**src/rtl/camera_mode_sequencer.sv**
```systemverilog
// rtl/camera_mode_sequencer.sv - camera sensor power-up, ID check and mode configuration sequencer over an I2C command port
// Optional sensor ID verification is enabled by defining CAMERA_ID_CHECK_EN.
module camera_mode_sequencer #(
    parameter int POWER_UP_CYCLES = 48000
) (
    input  logic        clk_in,
    input  logic        reset_n,
    input  logic [1:0]  mode,
    input  logic [1:0]  resolution,
    input  logic        format,
    output logic        ready,
    output logic        power_enable,
    output logic        model_err,
    output logic        nack_err,
    output logic        cmd_valid,
    input  logic        cmd_ready,
    output logic        cmd_read,
    output logic [15:0] cmd_addr,
    output logic [7:0]  cmd_wdata,
    input  logic        done,
    input  logic        done_nack,
    input  logic [7:0]  done_rdata
);

    typedef enum logic [2:0] {
        S_OFF,
        S_POWER_WAIT,
        S_ID_HI,
        S_ID_LO,
        S_CONFIG,
        S_STREAM_ON,
        S_IDLE,
        S_ERROR
    } state_t;

    localparam int CNT_W = (POWER_UP_CYCLES > 1) ? $clog2(POWER_UP_CYCLES) : 1;
    localparam logic [CNT_W-1:0] CNT_LAST = CNT_W'(POWER_UP_CYCLES - 1);
    localparam logic [2:0] LAST_STEP = 3'd6;
    localparam logic [15:0] SENSOR_ID = 16'h0219;

    state_t           state, state_next;
    logic [CNT_W-1:0] cnt_q;
    logic [2:0]       step_q;
    logic             outstanding_q;
    logic [1:0]       mode_q;
    logic [1:0]       res_q;
    logic             fmt_q;
    logic [7:0]       id_hi_q;
    logic             power_enable_q;
    logic             nack_err_q;

    logic [1:0]       norm_mode;
    logic             inputs_changed;
    logic             cmd_state;
    logic             complete;
    logic             id_mismatch;
    logic [15:0]      width;
    logic [15:0]      height;
    logic [7:0]       fmt_byte;

    logic             latch_inputs;
    logic             set_pe;
    logic             clr_pe;
    logic             set_nack;
    logic             clr_err;
    logic             step_inc;

    // Mode 3 behaves exactly like standby, so it is folded before latching and comparing.
    assign norm_mode      = (mode == 2'd3) ? 2'd1 : mode;
    assign inputs_changed = ({norm_mode, resolution, format} != {mode_q, res_q, fmt_q});
    assign cmd_state      = (state == S_ID_HI) || (state == S_ID_LO) ||
                            (state == S_CONFIG) || (state == S_STREAM_ON);
    assign complete       = done && outstanding_q && cmd_state;
    assign id_mismatch    = ({id_hi_q, done_rdata} != SENSOR_ID);
    assign fmt_byte       = fmt_q ? 8'h0A : 8'h08;

    assign ready          = ((state == S_OFF) && (norm_mode == 2'd0)) ||
                            ((state == S_IDLE) && !inputs_changed);
    assign power_enable   = power_enable_q;
    assign nack_err       = nack_err_q;

    always_comb begin
        width  = 16'h0CD0;
        height = 16'h09A0;
        case (res_q)
            2'd0: begin width = 16'h0CD0; height = 16'h09A0; end
            2'd1: begin width = 16'h0780; height = 16'h0438; end
            2'd2: begin width = 16'h0668; height = 16'h04D0; end
            2'd3: begin width = 16'h0280; height = 16'h01E0; end
            default: begin width = 16'h0CD0; height = 16'h09A0; end
        endcase
    end

`ifdef CAMERA_ID_CHECK_EN
    logic model_err_q;
    logic set_model;
    assign model_err = model_err_q;
`else
    assign model_err = 1'b0;
`endif

    always_comb begin
        state_next   = state;
        latch_inputs = 1'b0;
        set_pe       = 1'b0;
        clr_pe       = 1'b0;
        set_nack     = 1'b0;
        clr_err      = 1'b0;
        step_inc     = 1'b0;
`ifdef CAMERA_ID_CHECK_EN
        set_model    = 1'b0;
`endif
        case (state)
            S_OFF: begin
                if (norm_mode != 2'd0) begin
                    latch_inputs = 1'b1;
                    set_pe       = 1'b1;
                    state_next   = S_POWER_WAIT;
                end
            end
            S_POWER_WAIT: begin
                if (cnt_q == CNT_LAST) begin
`ifdef CAMERA_ID_CHECK_EN
                    state_next = S_ID_HI;
`else
                    state_next = S_CONFIG;
`endif
                end
            end
            S_ID_HI: begin
                if (complete) begin
                    if (done_nack) begin
                        set_nack   = 1'b1;
                        state_next = S_ERROR;
                    end else begin
                        state_next = S_ID_LO;
                    end
                end
            end
            S_ID_LO: begin
                if (complete) begin
                    if (done_nack) begin
                        set_nack   = 1'b1;
                        state_next = S_ERROR;
                    end else if (id_mismatch) begin
`ifdef CAMERA_ID_CHECK_EN
                        set_model  = 1'b1;
`endif
                        state_next = S_ERROR;
                    end else begin
                        state_next = S_CONFIG;
                    end
                end
            end
            S_CONFIG: begin
                if (complete) begin
                    if (done_nack) begin
                        set_nack   = 1'b1;
                        state_next = S_ERROR;
                    end else if (step_q == LAST_STEP) begin
                        state_next = (mode_q == 2'd2) ? S_STREAM_ON : S_IDLE;
                    end else begin
                        step_inc = 1'b1;
                    end
                end
            end
            S_STREAM_ON: begin
                if (complete) begin
                    if (done_nack) begin
                        set_nack   = 1'b1;
                        state_next = S_ERROR;
                    end else begin
                        state_next = S_IDLE;
                    end
                end
            end
            S_IDLE: begin
                if (inputs_changed) begin
                    latch_inputs = 1'b1;
                    if (norm_mode == 2'd0) begin
                        clr_pe     = 1'b1;
                        state_next = S_OFF;
                    end else begin
                        state_next = S_CONFIG;
                    end
                end
            end
            S_ERROR: begin
                if (mode == 2'd0) begin
                    clr_err    = 1'b1;
                    state_next = S_OFF;
                end
            end
            default: state_next = S_OFF;
        endcase
    end

    // Command fields are decoded from state/step so they stay stable while cmd_valid is high.
    always_comb begin
        cmd_valid = cmd_state && !outstanding_q;
        cmd_read  = 1'b0;
        cmd_addr  = 16'h0000;
        cmd_wdata = 8'h00;
        case (state)
            S_ID_HI: begin
`ifdef CAMERA_ID_CHECK_EN
                cmd_read = 1'b1;
`endif
                cmd_addr = 16'h0000;
            end
            S_ID_LO: begin
`ifdef CAMERA_ID_CHECK_EN
                cmd_read = 1'b1;
`endif
                cmd_addr = 16'h0001;
            end
            S_CONFIG: begin
                case (step_q)
                    3'd0: begin cmd_addr = 16'h0100; cmd_wdata = 8'h00;         end
                    3'd1: begin cmd_addr = 16'h016C; cmd_wdata = width[15:8];  end
                    3'd2: begin cmd_addr = 16'h016D; cmd_wdata = width[7:0];   end
                    3'd3: begin cmd_addr = 16'h016E; cmd_wdata = height[15:8]; end
                    3'd4: begin cmd_addr = 16'h016F; cmd_wdata = height[7:0];  end
                    3'd5: begin cmd_addr = 16'h018C; cmd_wdata = fmt_byte;     end
                    3'd6: begin cmd_addr = 16'h018D; cmd_wdata = fmt_byte;     end
                    default: begin cmd_addr = 16'h0000; cmd_wdata = 8'h00;     end
                endcase
            end
            S_STREAM_ON: begin
                cmd_addr  = 16'h0100;
                cmd_wdata = 8'h01;
            end
            default: begin
                cmd_addr  = 16'h0000;
                cmd_wdata = 8'h00;
            end
        endcase
    end

    always_ff @(posedge clk_in or negedge reset_n) begin
        if (!reset_n) begin
            state          <= S_OFF;
            cnt_q          <= '0;
            step_q         <= 3'd0;
            outstanding_q  <= 1'b0;
            mode_q         <= 2'd0;
            res_q          <= 2'd0;
            fmt_q          <= 1'b0;
            id_hi_q        <= 8'h00;
            power_enable_q <= 1'b0;
            nack_err_q     <= 1'b0;
        end else begin
            state <= state_next;

            if ((state == S_POWER_WAIT) && (state_next == S_POWER_WAIT)) begin
                cnt_q <= cnt_q + CNT_W'(1);
            end else begin
                cnt_q <= '0;
            end

            if (state_next != S_CONFIG) begin
                step_q <= 3'd0;
            end else if (step_inc) begin
                step_q <= step_q + 3'd1;
            end

            // Any state change or completion retires the outstanding command.
            if (complete || (state_next != state)) begin
                outstanding_q <= 1'b0;
            end else if (cmd_valid && cmd_ready) begin
                outstanding_q <= 1'b1;
            end

            if (latch_inputs) begin
                mode_q <= norm_mode;
                res_q  <= resolution;
                fmt_q  <= format;
            end

            if (complete && (state == S_ID_HI)) begin
                id_hi_q <= done_rdata;
            end

            if (clr_pe || (state_next == S_ERROR)) begin
                power_enable_q <= 1'b0;
            end else if (set_pe) begin
                power_enable_q <= 1'b1;
            end

            if (clr_err) begin
                nack_err_q <= 1'b0;
            end else if (set_nack) begin
                nack_err_q <= 1'b1;
            end
        end
    end

`ifdef CAMERA_ID_CHECK_EN
    always_ff @(posedge clk_in or negedge reset_n) begin
        if (!reset_n) begin
            model_err_q <= 1'b0;
        end else if (clr_err) begin
            model_err_q <= 1'b0;
        end else if (set_model) begin
            model_err_q <= 1'b1;
        end
    end
`endif

endmodule

```
**config.mk**
```make
export PLATFORM = sky130hd
export DESIGN_NAME = camera_mode_sequencer
export DESIGN_NICKNAME = d
export VERILOG_FILES = /design/src/rtl/camera_mode_sequencer.sv
export SDC_FILE = /design/constraint.sdc
export NUM_CORES = 1
export LEC_CHECK = 0
export ABC_CLOCK_PERIOD_IN_PS = 2500
export CAP_MARGIN = 20
export CELL_PAD_IN_SITES_DETAIL_PLACEMENT = 1
export CELL_PAD_IN_SITES_GLOBAL_PLACEMENT = 1
export CORE_ASPECT_RATIO = 2
export CORE_UTILIZATION = 40
export DETAILED_ROUTE_END_ITERATION = 6
export PLACE_DENSITY_LB_ADDON = 0.1
export SKIP_LAST_GASP = 1
export SYNTH_ARGS = -nofsm -noshare
export SYNTH_HDL_FRONTEND = slang
export SYNTH_SLANG_ARGS = --single-unit
```
**constraint.sdc**
```tcl
create_clock -name clk_in -period 2.5 [get_ports clk_in]
set_clock_uncertainty 0.1 [all_clocks]
set_input_delay 0.5 -clock clk_in [delete_from_list [all_inputs] [get_ports clk_in]]
set_output_delay 0.5 -clock clk_in [all_outputs]
set_load 0.01 [all_outputs]
```
==> results.sh <==
export IMPL_status="complete, no violations"
export IMPL_min_period_over_period_pct=97.6
export IMPL_synth_xor_xnor_area_share_pct=6.89
export IMPL_yosysWarnings=0
export IMPL_layout_core_utilization_pct=55.7
export IMPL_route_detailed_drc=0
export IMPL_cts_path_max_buffers=2
export IMPL_synth_commonest_cells="42 x sky130_fd_sc_hd__nor2_1, 38 x sky130_fd_sc_hd__dfrtp_1, 20 x sky130_fd_sc_hd__nand2_1"
export IMPL_avgViaCountPerCell=5.27
export IMPL_grt_total_usage_pct=23.4
export IMPL_timing_max_slew_rel_slack_pct=44.5
export IMPL_critical_path_cell_chain="buf_4, ha_2, ha_4, o41a_1, clkdlybuf4s15_1"
export IMPL_design_core_area_um2=6060
export IMPL_htree_num_levels=2
export IMPL_tightestPinTransition_ns=0.832
export IMPL_synth_edf_count=0
export IMPL_ant_nets=0
export IMPL_combinationalPowerShare_pct=7.4
export IMPL_cellPowerDensity_nw_per_um2=472
export IMPL_synth_simple_gate_area_share_pct=22.1
export IMPL_syn_mean_instance_area_um2=9.08
export IMPL_leakagePower_uw=0.00152
export IMPL_iteration_0_drc_markers=38
export IMPL_grt_setup_unrepaired="true"
export IMPL_final_area_um2=3370
export IMPL_internal_power_uw=1280
export IMPL_grt_pass1_vias=2536
export IMPL_dominant_combinational_cell_family_by_area_after_synthesis="simple AND/OR/NAND/NOR gates"
export IMPL_muxShareOfSynthArea_pct=6.94
export IMPL_io_pins=48
export IMPL_vias=2259
export IMPL_synth_sequential_area_ratio_pct=37.4
export IMPL_netlist_cell_type_count=59
export IMPL_cts_sinks=38
export IMPL_critical_path_arrival_ns=1.84
export IMPL_fp_dieH_um=115
export IMPL_finalHoldWorstSlack_ns=0.216
export IMPL_grt_first_pass_wirelength_um=11800
export IMPL_antenna_found_initial=0
export IMPL_critical_path_required_ns=1.90
export IMPL_synthesized_area_fraction_occupied_by_ao_oa_aoi_and_oai_cells_pct=14.0
export IMPL_synthesized_area_fraction_occupied_by_adder_cells_pct=4.92
export IMPL_post_place_cells=420
export IMPL_postCtsHoldBufs=0
export IMPL_start_kind="flop"
export IMPL_post_synth_top_count_cell="sky130_fd_sc_hd__nor2_1"
export IMPL_cts_root_buf="sky130_fd_sc_hd__clkbuf_16"
export IMPL_power_frac_seq_pct=39.6
export IMPL_power_share_switching_pct=19.7
export IMPL_critical_path_startpoint="step_q[0]"
export IMPL_clock_tree_from_tritoncts="yes"
export IMPL_synth_top_area_share_pct=37.4
export IMPL_synth_area_top_cells="sky130_fd_sc_hd__dfrtp_1 37%, sky130_fd_sc_hd__nor2_1 6.2%, sky130_fd_sc_hd__mux2_2 5.8%"
export IMPL_setup_violations_final=0
export IMPL_syn_inst=280
export IMPL_die_area_um2=6700
export IMPL_async_reset_ff_share_pct=100
export IMPL_timing_max_cap_violations=0
export IMPL_postPlaceCellArea_um2=3150
export IMPL_hold_viol=0
export IMPL_dominantRegCellSynth="sky130_fd_sc_hd__dfrtp_1"
export IMPL_portBuffers=37
export IMPL_clk_insertion_delay_late_ns=0.29
export IMPL_core_rowCount=40
export IMPL_drt_total_wl_um=6880
export IMPL_timing_final_max_slew_violations=0
export IMPL_period_minus_slack_ns=2.44
export IMPL_drive_above_1_share_pct=23.8
export IMPL_crit_path_max_incr_delay_ns=0.40
export IMPL_clkSlewWorstSetupHoldPaths_ns=0.06
export IMPL_timing_setup_critical_path_class="flop to output pin"
export IMPL_setup_tns_ns=0
export IMPL_critPathMaxFanout=5
export IMPL_synthToLayoutAreaGrowth_pct=32.7
export IMPL_number_of_synthesized_register_bits=38
export IMPL_cp_top_family="flip-flops"
export IMPL_critical_path_slowest_cell="sky130_fd_sc_hd__dfrtp_1"
export IMPL_min_path_type="input pin to asynchronous set/reset pin"
export IMPL_initial_utilization_pct=42.0
export IMPL_place_congestion=0.824
export IMPL_kind_of_capture_point_of_the_worst_setup_path="output pin"
export IMPL_net_switching_power_figure_uw=314
export IMPL_layout_cells_non_filler=429
export IMPL_nets=372
export IMPL_antenna_cells=0
export IMPL_hpwlAfterDp_um=5300
export IMPL_synth_top_area_cell="sky130_fd_sc_hd__dfrtp_1"
export IMPL_post_drt_wl_per_cell_um=16.0
export IMPL_ir_worst_vdd_v=0.000558
export IMPL_share_clk_of_total_power_pct=53.1
export IMPL_grt_overflow_total=0
export IMPL_drt_first_pass_iters=4
export IMPL_rr_startpoint="cnt_q[10]"
export IMPL_largest_net_degree_at_the_start_of_global_routing=39
export IMPL_cp_num_buf_inv=2
export IMPL_achievable_frequency_ghz=0.410
export IMPL_syn_cell_area_um2=2540
export IMPL_cts_buffers_inserted=5
export IMPL_die_width_um=58.4
[final timing paths]
path                          endpoint  slack (ns)  cells after the start
setup / recovery           cmd_addr[8]        0.06                      5
hold / removal              id_hi_q[3]        0.22                      1
setup reg to reg             step_q[0]        0.20                      6
hold reg to reg               cnt_q[0]        0.40                      1
max in group asynchronous    cnt_q[13]        1.55                      1
min in group clk_in           cnt_q[0]        0.40                      1
[power by group through the flow]
stage / Sequential, µW / Clock, µW / Combinational [µW]
finish: 630 / 845 / 117
global route: 631 / 878 / 130
CTS: 630 / 860 / 117
detailed placement: 642 / 0 / 117
global placement: 641 / 0 / 114
floorplan: 639 / 0 / 57.5
[area by class of cell]
cell class	count	area, µm²
clock buffer	6	139
sequential	38	951
inverter	14	52.6
tap	84	105
multi-input combinational	215	1490
clock inverter	2	60.1
timing repair buffer	70	581
fill	703	2680
[stage by stage]
stage	power, µW	setup slack (ns)
2_1_floorplan	697	0.270
3_3_place_gp	755	-0.347
3_5_place_dp	758	-0.353
4_1_cts	1610	-0.0902
5_1_grt	1640	-0.0378
6_report	1590	0.0605
[cell families (layout without fill, tap and decap cells)]
family	after synthesis	count (layout)
AND/OR/NAND/NOR	108	108
AO/OA/AOI/OAI	51	51
flip-flops	38	38
buffers and inverters	36	92
XOR/XNOR	20	20
multiplexers	16	16
adder cells (fa/ha/maj)	10	10
other	1	10
[worst reg2reg max path: stages, from the launching register on]
cell and delay (ns):
sky130_fd_sc_hd__dfrtp_1 0.41, sky130_fd_sc_hd__or3b_1 0.40, sky130_fd_sc_hd__or4_4 0.59, sky130_fd_sc_hd__nor4_4 0.17
sky130_fd_sc_hd__a311oi_2 0.09, sky130_fd_sc_hd__buf_4 0.17, sky130_fd_sc_hd__nor4_1 0.27
[flip-flops by register name, indices dropped and copies added (netlist names)]
signal and cells:
cnt_q 16, fmt_q 1, id_hi_q 8, mode_q 2
nack_err 1, outstanding_q 1, power_enable 1, res_q 2
state 3, step_q 3
[per-layer routing]
layer	GRT usage (%)	vias up	share of wire [%]
li1	-	1089	-
met1	22.2	1116	34
met2	46.3	39	60
met3	3.37	15	2.3
met4	11.4	0	3.2
met5	0	-	0
[cell usage in the layout, fill, tap and decap left out, types with 3 or more instances in the layout]
master | Yosys | routed
sky130_fd_sc_hd__a21oi_1 | 12 | 11
sky130_fd_sc_hd__a31oi_1 | 4 | 4
sky130_fd_sc_hd__and3_2 | 3 | 3
sky130_fd_sc_hd__buf_2 | 2 | 3
sky130_fd_sc_hd__buf_4 | 12 | 32
sky130_fd_sc_hd__clkbuf_16 | 0 | 5
sky130_fd_sc_hd__clkbuf_2 | 0 | 4
sky130_fd_sc_hd__clkdlybuf4s15_1 | 0 | 3
sky130_fd_sc_hd__clkdlybuf4s50_1 | 0 | 19
sky130_fd_sc_hd__conb_1 | 1 | 10
sky130_fd_sc_hd__dfrtp_1 | 38 | 38
sky130_fd_sc_hd__dlygate4sd2_1 | 0 | 8
sky130_fd_sc_hd__ha_1 | 10 | 6
sky130_fd_sc_hd__inv_1 | 14 | 13
sky130_fd_sc_hd__mux2_2 | 13 | 13
sky130_fd_sc_hd__mux2i_1 | 3 | 3
sky130_fd_sc_hd__nand2_1 | 20 | 19
sky130_fd_sc_hd__nand3_1 | 9 | 9
sky130_fd_sc_hd__nor2_1 | 42 | 40
sky130_fd_sc_hd__nor2b_1 | 5 | 4
sky130_fd_sc_hd__nor3_1 | 4 | 4
sky130_fd_sc_hd__nor4_1 | 4 | 4
sky130_fd_sc_hd__o21ai_0 | 8 | 6
sky130_fd_sc_hd__o21ai_1 | 1 | 3
sky130_fd_sc_hd__xnor2_1 | 14 | 14
sky130_fd_sc_hd__xor2_1 | 6 | 6
[timing repair]
action | CTS | global route
setup buffers | 1 | 0
pin swaps | 0 | 1
setup endpoints to repair | 17 | 14
resized for setup | 31 | 21
No activity file was read; power rests on OpenSTA's default activity.
